**src/rtl/pwm_key_pkg.sv**
```systemverilog
// Shared types and constants for the PS/2-driven PWM key sequencer.
package pwm_key_pkg;

    typedef enum logic [1:0] {
        DEC_IDLE,
        DEC_BREAK,
        DEC_EXT
    } dec_state_t;

    localparam logic [7:0] KEY_F     = 8'h2B;
    localparam logic [7:0] KEY_Q     = 8'h15;
    localparam logic [7:0] KEY_H     = 8'h33;
    localparam logic [7:0] KEY_X     = 8'h22;
    localparam logic [7:0] KEY_SPACE = 8'h29;
    localparam logic [7:0] PFX_BREAK = 8'hF0;
    localparam logic [7:0] PFX_EXT   = 8'hE0;

    localparam int DUTY_F     = 41;
    localparam int DUTY_Q     = 51;
    localparam int DUTY_H     = 61;
    localparam int DUTY_X     = 81;
    localparam int DUTY_SPACE = 0;

    function automatic logic is_mapped(input logic [7:0] code);
        return (code == KEY_F) || (code == KEY_Q) || (code == KEY_H) ||
               (code == KEY_X) || (code == KEY_SPACE);
    endfunction

    function automatic int key_duty(input logic [7:0] code);
        int value;
        value = DUTY_SPACE;
        case (code)
            KEY_F:   value = DUTY_F;
            KEY_Q:   value = DUTY_Q;
            KEY_H:   value = DUTY_H;
            KEY_X:   value = DUTY_X;
            default: value = DUTY_SPACE;
        endcase
        return value;
    endfunction

endpackage

```
**src/rtl/pwm_key_sequencer_decoder.sv**
```systemverilog
// PS/2 set-2 make-code decoder: drops break and extended sequences and
// strobes load with the mapped duty for a plain make code.
module ps2_make_decoder
    import pwm_key_pkg::*;
#(
    parameter int DUTY_W = 10
) (
    input  logic              clk,
    input  logic              reset,
    input  logic              scan_valid,
    input  logic [7:0]        scancode,
    output logic              load,
    output logic [DUTY_W-1:0] value
);

    dec_state_t state, state_next;

    always_ff @(posedge clk or posedge reset) begin
        if (reset) begin
            state <= DEC_IDLE;
        end else begin
            state <= state_next;
        end
    end

    // Extended codes are never mapped, so the byte after 0xE0 is swallowed.
    always_comb begin
        state_next = state;
        load       = 1'b0;
        value      = DUTY_W'(key_duty(scancode));
        if (scan_valid) begin
            case (state)
                DEC_IDLE: begin
                    if (scancode == PFX_BREAK) begin
                        state_next = DEC_BREAK;
                    end else if (scancode == PFX_EXT) begin
                        state_next = DEC_EXT;
                    end else begin
                        load = is_mapped(scancode);
                    end
                end
                DEC_BREAK: begin
                    state_next = DEC_IDLE;
                end
                DEC_EXT: begin
                    if (scancode == PFX_BREAK) begin
                        state_next = DEC_BREAK;
                    end else begin
                        state_next = DEC_IDLE;
                    end
                end
                default: begin
                    state_next = DEC_IDLE;
                end
            endcase
        end
    end

endmodule

```
**src/rtl/pwm_key_sequencer.sv**
```systemverilog
// PWM generator whose duty follows keyboard-selected targets, updated only at
// period boundaries. Define PWM_KEY_RAMP_EN to slew duty by STEP per period.
module pwm_key_sequencer
    import pwm_key_pkg::*;
#(
    parameter int CLK_DIV = 100,
    parameter int PERIOD  = 800,
    parameter int DUTY_W  = 10,
    parameter int STEP    = 1
) (
    input  logic              clk,
    input  logic              reset,
    input  logic              scan_valid,
    input  logic [7:0]        scancode,
    output logic              pwm,
    output logic [DUTY_W-1:0] duty,
    output logic [DUTY_W-1:0] target,
    output logic              busy,
    output logic              period_start
);

    localparam int PW = (CLK_DIV > 1) ? $clog2(CLK_DIV) : 1;

    logic [PW-1:0]     presc;
    logic [DUTY_W-1:0] cnt;
    logic [DUTY_W-1:0] duty_next;
    logic [DUTY_W-1:0] load_value;
    logic              load;
    logic              tick;
    logic              boundary;

    ps2_make_decoder #(
        .DUTY_W (DUTY_W)
    ) u_decoder (
        .clk        (clk),
        .reset      (reset),
        .scan_valid (scan_valid),
        .scancode   (scancode),
        .load       (load),
        .value      (load_value)
    );

    assign tick     = (presc == PW'(CLK_DIV - 1));
    assign boundary = tick && (cnt == DUTY_W'(PERIOD - 1));
    assign busy     = (duty != target);

`ifdef PWM_KEY_RAMP_EN
    localparam logic [DUTY_W-1:0] STEP_W = DUTY_W'(STEP);

    // Clamp the last step so duty lands exactly on target.
    always_comb begin
        duty_next = duty;
        if (target > duty) begin
            duty_next = ((target - duty) > STEP_W) ? duty + STEP_W : target;
        end else if (target < duty) begin
            duty_next = ((duty - target) > STEP_W) ? duty - STEP_W : target;
        end
    end
`else
    always_comb begin
        duty_next = target;
    end
`endif

    always_ff @(posedge clk or posedge reset) begin
        if (reset) begin
            presc <= '0;
            cnt   <= '0;
        end else if (tick) begin
            presc <= '0;
            cnt   <= (cnt == DUTY_W'(PERIOD - 1)) ? '0 : cnt + 1'b1;
        end else begin
            presc <= presc + 1'b1;
        end
    end

    // A target loaded on the boundary cycle is only seen at the next boundary.
    always_ff @(posedge clk or posedge reset) begin
        if (reset) begin
            duty         <= '0;
            target       <= '0;
            pwm          <= 1'b0;
            period_start <= 1'b0;
        end else begin
            if (boundary) begin
                duty <= duty_next;
            end
            if (load) begin
                target <= load_value;
            end
            pwm          <= (cnt < duty);
            period_start <= boundary;
        end
    end

endmodule

```
**config.mk**
```make
export PLATFORM = sky130hd
export DESIGN_NAME = pwm_key_sequencer
export DESIGN_NICKNAME = d
export VERILOG_FILES = /design/src/rtl/pwm_key_pkg.sv /design/src/rtl/pwm_key_sequencer_decoder.sv /design/src/rtl/pwm_key_sequencer.sv
export SDC_FILE = /design/constraint.sdc
export NUM_CORES = 1
export LEC_CHECK = 0
export CORE_MARGIN = 2
export CORE_UTILIZATION = 47
export DETAILED_ROUTE_END_ITERATION = 8
export MAX_ROUTING_LAYER = met4
export PLACE_DENSITY = 0.73
export SYNTH_ARGS = -nofsm -noshare
export SYNTH_HDL_FRONTEND = slang
export SYNTH_SLANG_ARGS = --single-unit
```
**constraint.sdc**
```tcl
create_clock -name clk -period 1.55 [get_ports clk]
set_input_delay 0.31 -clock clk [delete_from_list [all_inputs] [get_ports clk]]
set_output_delay 0.31 -clock clk [all_outputs]
set_load 0.02 [all_outputs]
```
; ---- After elaboration in Yosys (flattened, before gate mapping)
; Cells that the tools add are included.
; Widths: inputs -> output; s select.
[totals]
regBits = 41
latchBits = 0
rom_bits = 0
ramBits = 0
input_bits = 11
word_cells = 40
memories = 0
[op_classes]
n_mul = 0
add_sub_neg = 2
n_eq_ne = 12
reduce_logical = 7
div_mod_pow = 0
n_mux = 11
shifts = 0
bitwise_logic = 0
order_cmp = 1
[ops]
columns = operator, count
row1 = $eq 8x6->1 const B, 4
row2 = $pmux 7 s4, 1
row3 = $eq 8x8->1 const B, 2
row4 = $add 10x1->10 const B, 1
row5 = $eq 10x10->1 const B, 1
row6 = $lt 10x10->1, 1
row7 = $mux 10, 1
row8 = $ne 10x10->1, 1
row9 = $eq 8x5->1 const B, 1
row10 = $add 7x1->7 const B, 1
row11 = $eq 7x7->1 const B, 1
row12 = $mux 7, 1
row13 = $mux 1, 5
row14 = $logic_or 1x1->1, 4
row15 = $mux 2, 2
row16 = $pmux 2 s2, 1
row17 = $ne 3x1->1 const B, 1
row18 = $eq 2x2->1 const B, 1
row19 = $logic_not 2->1, 1
row20 = $reduce_and 2->1, 1
row21 = $logic_and 1x1->1, 1

; ---- Depth between registers and ports, before layout
[logic_depth]
depth_word = 9
depth_mapped = 8

; ---- Cells and area by module
; A second synthesis with hierarchy kept.
[unflattened]
hier_cells = 209
area_unflattened_um2 = 2217.1
[modules_own_cells]
columns = module, seq_area_each_um2, n_inst, cells_per_inst, area_per_inst_um2
row1 = pwm_key_sequencer, 975.9, 1, 176, 1934.4
row2 = ps2_make_decoder, 50.0, 1, 33, 282.8

; ---- Worst setup path before layout
; No wires, ideal clock.
[synth_path]
path_type = input -> register
from = input scancode[3]
to = register target[2]
setup_ps = 125
stages = 6
t_required_ps = 1425
arrival_ps = 1523
path_slack_ps = -98
path_cell_list = buf_6 -> nor4b_4 -> nand4b_1 -> and2_4 -> a32oi_4 -> mux2_4
[synth_between]
elab_chain_len = 9
word_cells_on_any_way = 16
classes_between = eq/ne (7) / mux (5) / reduce/logical (4)
[synth_lines]
columns = item, line
row1 = start: declaration, pwm_key_sequencer.sv:14  ; input logic [7:0] scancode,
row2 = $eq 8x6->1 / $eq 8x5->1 (equally long branches), "pwm_key_pkg.sv:25, pwm_key_pkg.sv:32"
row3 = $logic_or 1x1->1 (3 in a row), pwm_key_pkg.sv:25  ; return (code == KEY_F) || (code == KEY_Q) || (code == KEY_H) ||
row4 = $logic_or 1x1->1, pwm_key_pkg.sv:26  ; (code == KEY_X) || (code == KEY_SPACE);
row5 = $mux 1, pwm_key_sequencer_decoder.sv:36  ; end else if (scancode == PFX_EXT) begin
row6 = $mux 1, pwm_key_sequencer_decoder.sv:34  ; if (scancode == PFX_BREAK) begin
row7 = $mux 1, pwm_key_sequencer_decoder.sv:32  ; case (state)
row8 = $mux 1, pwm_key_sequencer_decoder.sv:31  ; if (scan_valid) begin
row9 = end signal: assignment, pwm_key_sequencer.sv:89  ; target <= load_value;
row10 = end: declaration, pwm_key_sequencer.sv:17  ; output logic [DUTY_W-1:0] target,
; Several ways; a longest one is shown, not always the timed one.
; A chain may end at the register's enable or synchronous reset.

; ---- Final worst setup path
[layout_path]
from = register duty[1]
to = output busy
[layout_between]
elab_chain_len = 1
[layout_lines]
columns = item, line
row1 = start: declaration, pwm_key_sequencer.sv:16  ; output logic [DUTY_W-1:0] duty,
row2 = start signal: assignment, pwm_key_sequencer.sv:86  ; duty <= duty_next;
row3 = $ne 10x10->1, pwm_key_sequencer.sv:45  ; assign busy = (duty != target);
row4 = end: declaration, pwm_key_sequencer.sv:18  ; output logic busy,
; No other way between the ends.

==> results by group <==
Status
  – Status: finished with violations
  – Failing checks: negative setup slack

Power and ir drop
  – Max VDD drop: 0.5334 mV
  – Leak: 1.366 nW
  – Power density over the cells: 750.4 nW/um2

STA
  – Setup ws final: -0.1973 ns
  – Crit share post-route: 112.7%
  – Hold Violations, Final: 0
  – Final setup vio count: 1
  – Peak Freq: 572.3 MHz
  – Slew Viols, Final: 0
  – Final Skew: 0.008109 ns
  – Setup TNS: -0.1973 ns
  – Min Clock Period, post-route: 1.747 ns
  – RSZ-0062 raised after global routing: yes

Floorplanning
  – Boundary pin count: 34
  – Initial Util: 48.58%
  – Core area: 3971 um2
  – Cell row count: 23
  – Die ar.: 4634 um2
  – Die Ht: 68.07 um
  – Die W: 68.07 um

Finish
  – Final nets: 289
  – Most common cell after layout, fill and taps aside: buf_4
  – Fraction of layout cells with a size suffix above 1: 31.00%
  – Sequential Area: 875.8 um2
  – Multi-input logic area: 1061 um2
  – Fillers: 312
  – Most frequent cells in the layout: buf_4, dfrtp_1, nand2_1
  – Syn-to-layout area delta: 43.52%
  – Finished Core Util: 69.72%
  – Diodes inserted: 0

Global routing
  – GRT met3 Usage: 4.441%
  – Total GRT Usage: 20.42%
  – Initial antenna violation count: 0
  – Met1 Use GR: 25.24%
  – Pin count of the biggest net entering global routing: 36
  – Number of global-route vias before repair: 1,459
  – Gr busiest metal: met2
  – First-pass GRT wire length: 6727 um
  – Grt total ovfl: 0
  – GR Util met2: 33.25%

Logic synthesis
  – Synth warn: 0
  – Gate count of the mapped netlist: 193
  – Syn Area/Cell: 9.997 um2
  – Flops & latches, synth: 35
  – Netlist Area Pre-Place: 1929 um2
  – Number of distinct library cells after synthesis: 49
  – Post-synthesis sequential area ratio: 45.40%

CTS
  – CTS Sinks: 35
  – CTS tree: done
  – Longest Clk Path Bufs: 2
  – H-tree depth: 2
  – Root buffer cell: clkbuf_8
  – CTS buffer count: 5
  – Worst skew pair latency: 0.29 ns
  – Worst-path clk slew: 0.08 ns

Placed design
  – Routability congestion estimate: 0.9031
  – Post-DP HPWL: 3212 um
  – Port Buffer Count: 27
  – Pre-CTS setup slack: -0.5785 ns

Route
  – DRC viols: 0
  – Post-DRT Antenna Nets: 0
  – Routed vias/inst: 5.199
  – Routed WL per cell: 14.03 um
  – TritonRoute pass-1 iters: 4
  – Vias: 1,669
  – DR iter-0 viols: 75
  – Routed wire length: 4504 um

Critical path
  – Critical Path Fanout Max: 2
  – CP Capture Type: output port
  – Crit path launch type: register
  – Worst R2R Setup Slack: 0.07 ns
  – Critical path type: reg -> out
  – Critical Path RT: 1.24 ns
  – Crit path DAT: 1.44 ns

Min path
  – Min-Delay Path Class: in -> async

Job
  – Number of max-cap violations: 0
-- where the power goes --
part / switching [mW] / leakage (nW) / internal, mW
sequential: 0.0164 / 0.467 / 0.936
clock: 0.340 / 0.0581 / 0.479
combinational: 0.163 / 0.841 / 0.144
-- logic make-up after synthesis --
group / Yosys count / synth area share, %
fa+ha+maj: 8 / 5.188
mux: 2 / 1.362
simple gates: 72 / 21.79
compound gates: 33 / 11.61
flops: 35 / 45.40
xor+xnor: 18 / 8.171
other cells: 1 / 0.1944
buf+inv: 24 / 6.290
-- worst paths after layout --
| check | start | to | cells past startpoint |
|---|---|---|---|
| max in group asynchronous | reset | target[6]$_DFFE_PP0P_ | 3 |
| min in group clk | scan_valid | u_decoder.state[1]$_DFFE_PP0P_ | 3 |
| worst max register to register | cnt[0]$_DFFE_PP0N_ | cnt[9]$_DFFE_PP0N_ | 7 |
| worst min register to register | presc[0]$_DFF_PP0_ | presc[0]$_DFF_PP0_ | 1 |
| worst max-delay path | duty[1]$_DFFE_PP0P_ | busy | 4 |
| worst min-delay path | reset | presc[0]$_DFF_PP0_ | 3 |
-- critical path, cell delays in order (launching register included) --
cell and delay (ns):
dfrtp_1 0.39, xor2_1 0.17, nor4_2 0.30, nand4_1 0.12, buf_4 0.18
-- what timing repair did --
| item | in CTS | in global routing |
|---|---|---|
| hold buffers | 0 | 0 |
| buffers inserted | 3 | 3 |
| endpoints found under the setup margin | 29 | 20 |
| pin swaps | 5 | 14 |
| resized for setup | 37 | 24 |
| gates cloned | 0 | 1 |
-- state kept, by name, indices dropped and copies added, names as in the netlist --
signal	cells
u_decoder.state	2
duty	7
presc	7
period_start	1
target	7
cnt	10
pwm	1
-- cells in the mapped netlist (all sizes together) --
master | instances | area [um2]
inv | 15 | 56.30
xor2 | 8 | 70.07
nand4 | 3 | 18.77
or4 | 1 | 7.510
a22o | 2 | 17.52
nor3 | 2 | 15.01
dfrtp | 35 | 875.8
o21ai | 16 | 80.08
nor4 | 1 | 6.260
or3 | 1 | 6.260
o22ai | 2 | 12.51
a32o | 1 | 10.01
nor2b | 4 | 25.02
a32oi | 1 | 27.53
clkbuf | 1 | 3.750
conb | 1 | 3.750
mux2 | 2 | 26.27
nand4b | 2 | 17.52
nor4b | 3 | 47.54
a211oi | 1 | 7.510
nor3b | 4 | 30.03
a21boi | 2 | 15.02
and2 | 3 | 21.27
xnor2 | 10 | 87.58
a21o | 1 | 7.510
and4b | 1 | 10.01
buf | 8 | 61.30
nor2 | 12 | 52.55
nand2b | 2 | 12.51
nand2 | 19 | 71.32
a21oi | 5 | 28.78
o2bb2ai | 1 | 8.760
ha | 8 | 100.1
nand4bb | 1 | 11.26
and3 | 2 | 12.51
o2111ai | 1 | 8.760
nand3 | 11 | 55.05
-- through the flow --
stage	area [um2]	instances	power, mW	hold slack, ns
global placement	2555	307	1.285	0.4523
detailed placement	2555	307	1.290	0.4595
global route	2769	321	2.158	0.3836
finish	2769	321	2.078	0.3524
CTS	2711	318	2.090	0.3585
floorplan	1971	198	1.124	0.4088
-- routing by layer --
layer | share of wire (%) | wire length [um]
met5 | 0 | 0
met4 | 1.9 | 85
met3 | 2.9 | 132
met2 | 52 | 2349
met1 | 43 | 1936
-- cell type report --
cell class | instances | area share, %
Sequential cell | 35 | 31.63
Timing Repair Buffer | 73 | 21.28
Timing Repair inverter | 1 | 0.2259
Clock inverter | 3 | 1.582
Clock buffer | 5 | 2.485
Inverter | 15 | 2.214
Multi-Input combinational cell | 139 | 38.32
Tap cell | 50 | 2.259
Power figures use the tool's default switching activity.
==> edit 1: new RTL, same flow settings <==
Change the parameter `CLK_DIV` from 100 to 200.
--- a/src/rtl/pwm_key_sequencer.sv
+++ b/src/rtl/pwm_key_sequencer.sv
@@ -3,7 +3,7 @@
 module pwm_key_sequencer
     import pwm_key_pkg::*;
 #(
-    parameter int CLK_DIV = 100,
+    parameter int CLK_DIV = 200,
     parameter int PERIOD  = 800,
     parameter int DUTY_W  = 10,
     parameter int STEP    = 1
Formal check against the unedited RTL: same outputs for any inputs over 10 cycles, from zero or initial values and one cycle with reset high; that may be too few to reach the edited logic, so the function may still have changed.
==> edit 1 against the unedited design <==
The run still ends with negative setup slack left; sequential cell count up 1; cell area up 14%; sequential share of layout area down 3.2 points; synthesized cell count up 1.6%; clock skew down 0.0033 ns; worst setup slack worse by 0.15 ns; non-clock buffer count up 29; wire length up 30%; utilization up 7.7 points; register-to-register slack worse by 0.42 ns; synthesized area up 5.4%; total power up 1.1%; hold slack better by 0.0020 ns; critical path type is now flop to flop; critical endpoint is now duty[6].
==> edit 1: results <==
[grt]
grtUsageMet3 = 0.04797
grt.total_usage = 0.2332
grt_pass1_vias = 1826
grt_first_pass_wirelength_mm = 8.742
met1_usage = 0.3058
grtUsageMet2 = 0.3640
grt_max_degree = 37

[worst_setup_path]
cp.arrival_ns = 2.08
slowest_delay_ns = 0.44
crit_fanout = 5

[sta]
setup_slack_ns = -0.3481
tns_ns = -4.586
finalSetupViolCount = 24
fin_skew_ns = 0.004771

[layout]
layout-drive-gt1-share = 0.4338
nets = 320
fillers = 263
area.growth.synth_to_final_pct = 55.60

[power_and_ir_drop]
peakVddDrop_mv = 0.6211
p_leak_nw = 1.621

[synthesis]
ys_top_cells_by_area = "dfrtp_1 44%, ha_1 4.9%, xnor2_1 4.7%"
synthDistinctLibCells = 55
synth_common_cells = "36 x dfrtp_1, 13 x nand2_1, 11 x inv_1, 11 x xnor2_1"
yosysSeqAreaShare = 0.4428

[placement]
place_congestion = 0.9059
dpl_cell_area_um2 = 2833
dpl.cell_count = 331

[drt]
dr.first_iter.drc_count = 109
via_per_inst = 5.369
avgRoutedWirePerCell_um = 16.61
vias = 1890

[outcome]
violations = "negative setup slack"
status = "complete, but fails checks"
[edit 1: cell families (layout without fill, tap and decap cells)]
| group | count (synthesis) | after routing | synth area share |
|---|---|---|---|
| AOI/OAI and AO/OA | 30 | 30 | 0.1039 |
| buffers and inverters | 21 | 122 | 0.05411 |
| and+or+nand+nor | 75 | 75 | 0.2337 |
| other | 1 | 6 | 0.001843 |
| muxes | 6 | 6 | 0.03259 |
| DFF | 36 | 36 | 0.4428 |
| adders and majority gates | 8 | 8 | 0.04920 |
| xor gates and xnor gates | 19 | 19 | 0.08180 |
[edit 1: power breakdown]
part | internal [W] | switching, W | leakage [nW] | total, W
clock | 0.000477 | 0.000340 | 0.0552 | 0.000817
sequential | 0.000964 | 0.0000183 | 0.474 | 0.000982
combinational | 0.000141 | 0.000160 | 1.09 | 0.000301
total | 0.00158 | 0.000518 | 1.62 | 0.00210
[edit 1: metal layers]
layer  wire length, um  vias to the layer above
li1                  -                      906
met1              2573                      927
met2              2955                       47
met3               211                       10
met4               106                        0
met5                 0                        -
[edit 1: what timing repair did]
action / CTS / global route
pin swaps: 12 / 18
setup endpoints to repair: 43 / 32
setup buffers: 8 / 8
resized for setup: 67 / 26
[edit 1: worst reg2reg max path, delay by kind of cell, from the launching register on]
kind | cells | cell delay, ns
and+or+nand+nor | 3 | 1.02
buffers and inverters | 1 | 0.10
DFF | 1 | 0.37
muxes | 1 | 0.30
[edit 1: cell type report]
type,count,area share
Inverter,12,0.01502
Timing Repair Buffer,102,0.2644
Multi-Input combinational cell,144,0.3822
Tap cell,50,0.01976
Clock inverter,2,0.01107
Sequential cell,36,0.2846
Clock buffer,6,0.02292
[edit 1: worst paths after layout]
check                            from            endpoint  cells after the start
setup / recovery               cnt[6]             duty[6]                      5
hold / removal                  reset            presc[0]                      3
setup reg to reg               cnt[6]             duty[6]                      5
hold reg to reg              presc[0]            presc[0]                      2
max in group asynchronous       reset           target[5]                      3
min in group clk           scan_valid  u_decoder.state[1]                      3
[edit 1: stage by stage]
| stage | setup slack [ns] | total power [W] | hold WS (ns) |
|---|---|---|---|
| floorplan | -0.3475 | 0.001146 | 0.4088 |
| global placement | -0.5790 | 0.001306 | 0.5165 |
| detailed placement | -0.6045 | 0.001308 | 0.5232 |
| CTS | -0.3288 | 0.002099 | 0.3652 |
| global route | -0.3696 | 0.002195 | 0.3909 |
| finish | -0.3481 | 0.002100 | 0.3543 |
==> edit 2: new RTL, same settings <==
Made on the original files. Add an input register stage for `scan_valid` and `scancode`, without a reset; this delays them by one clock.
--- a/src/rtl/pwm_key_sequencer.sv
+++ b/src/rtl/pwm_key_sequencer.sv
@@ -21,6 +21,14 @@
 
     localparam int PW = (CLK_DIV > 1) ? $clog2(CLK_DIV) : 1;
 
+    logic scan_valid_q;
+    logic [7:0] scancode_q;
+
+    always_ff @(posedge clk) begin
+        scan_valid_q <= scan_valid;
+        scancode_q   <= scancode;
+    end
+
     logic [PW-1:0]     presc;
     logic [DUTY_W-1:0] cnt;
     logic [DUTY_W-1:0] duty_next;
@@ -34,8 +42,8 @@
     ) u_decoder (
         .clk        (clk),
         .reset      (reset),
-        .scan_valid (scan_valid),
-        .scancode   (scancode),
+        .scan_valid (scan_valid_q),
+        .scancode   (scancode_q),
         .load       (load),
         .value      (load_value)
     );
Formal check against the unedited RTL: not equivalent (Yosys sat finds a counterexample within 4 cycles, from zero or initial values and one cycle with reset high).
==> edit 2 against the unedited design <==
The flow still finishes with violations (negative setup slack); critical path depth unchanged; sequential cell count up 9; worst setup slack worse by 0.063 ns; utilization up 3.8 points; critical path type is now flop to flop; wire length up 16%; synthesized area up 10%; cell area up 16%; total power up 14%.
==> edit 2: results <==
[synthesis]
yosysSeqAreaShare = 0.4962
ys_top_cells_by_area = "dfrtp_1 41%, dfxtp_1 8.5%, ha_1 4.7%"
async_flop_share = 0.7955
synth-main-ff-cell = "dfrtp_1"
synthDistinctLibCells = 51
synth_common_cells = "35 x dfrtp_1, 15 x nand3_1, 13 x inv_1, 13 x nand2_1"
yosys_warnings = 0

[clock_network]
post-cts-setup-buffers = 2
ctsResizeCount = 28

[worst_setup_path]
cp-end-kind = "flop"
rr_endpoint = "target[2]"
reg2reg_from = "scancode_q[7]"
slowest_delay_ns = 0.51
cp.arrival_ns = 1.99
ff2ff_path_depth = 4
crit_slowest_cell = "or4b_1"

[grt]
grt.total_usage = 0.2083
grt_first_pass_wirelength_mm = 8.038
grtUsageMet2 = 0.3241
met1_usage = 0.2756
grtUsageMet3 = 0.05063
grt_max_degree = 36
grt_pass1_vias = 1764
antenna_found_initial = 0

[outcome]
status = "complete, but fails checks"
violations = "negative setup slack"

[layout]
antenna_cells = 0
layout-drive-gt1-share = 0.3639
nets = 312
fillers = 300

[power_and_ir_drop]
p_int_w = 0.001771
combPwrFrac = 0.155
p_leak_nw = 1.548
peakVddDrop_mv = 0.4381

[drt]
top_layer_used = "met4"
wl_met3_um = 263
vias = 1855
dr.first_iter.drc_count = 99
firstDrtPassIters = 4
avgRoutedWirePerCell_um = 15.09
m1WireLength_mm = 2.297
dr_wl_met2_mm = 2.603

[sta]
setup_slack_ns = -0.2607
fin_skew_ns = 0.006242
finalSetupViolCount = 10

[placement]
port_buffers = 27
pre_cts_ws_ns = -0.2904
hpwl_mm = 3.549
place_congestion = 0.8076
==> edit 2: cell types whose count changed after synthesis, sizes merged, moves of 3 or more <==
cell / before / now
nand3: 11 / 15
a21o: 1 / 4
dfxtp: 0 / 9
o21ai: 16 / 8
or3: 1 / 4
nand2: 19 / 13
==> edit 2: power by group through the flow <==
| stage | Combinational, W | Sequential (W) | Clock (W) |
|---|---|---|---|
| global placement | 0.000366 | 0.00124 | 0 |
| floorplan | 0.000133 | 0.00128 | 0 |
| finish | 0.000367 | 0.00121 | 0.000785 |
| global route | 0.000393 | 0.00122 | 0.000842 |
| CTS | 0.000350 | 0.00121 | 0.000798 |
| detailed placement | 0.000370 | 0.00124 | 0 |
==> edit 2: cell type report <==
type	count	share of cell area
Timing Repair Buffer	86	0.2303
Clock buffer	8	0.03129
Multi-Input combinational cell	143	0.3715
Inverter	13	0.01525
Sequential cell	44	0.3312
Tap cell	52	0.02034
==> edit 2: cells by family (layout without fill, tap and decap cells) <==
logic type | Yosys count | count (layout) | share of synthesized area
flip-flops | 44 | 44 | 0.4962
multiplexers | 2 | 2 | 0.01234
adder cells (fa/ha/maj) | 8 | 8 | 0.04703
AND/OR/NAND/NOR | 76 | 76 | 0.2069
XOR/XNOR | 17 | 17 | 0.06996
other | 1 | 6 | 0.001762
AO/OA/AOI/OAI | 34 | 34 | 0.1141
buffers and inverters | 23 | 107 | 0.05173
==> edit 2: stage by stage <==
step           TNS [ns]  total power, W  hold slack [ns]  cell area [um^2]  std cells
6_report         -1.675        0.002367           0.3614              3199        346
2_1_floorplan    -1.076        0.001416           0.3377              2198        210
3_3_place_gp     -1.671        0.001602           0.4953              2860        330
5_1_grt          -2.508        0.002455           0.3827              3199        346
4_1_cts          -1.903        0.002362           0.3629              3029        340
3_5_place_dp     -2.079        0.001608           0.5085              2860        330
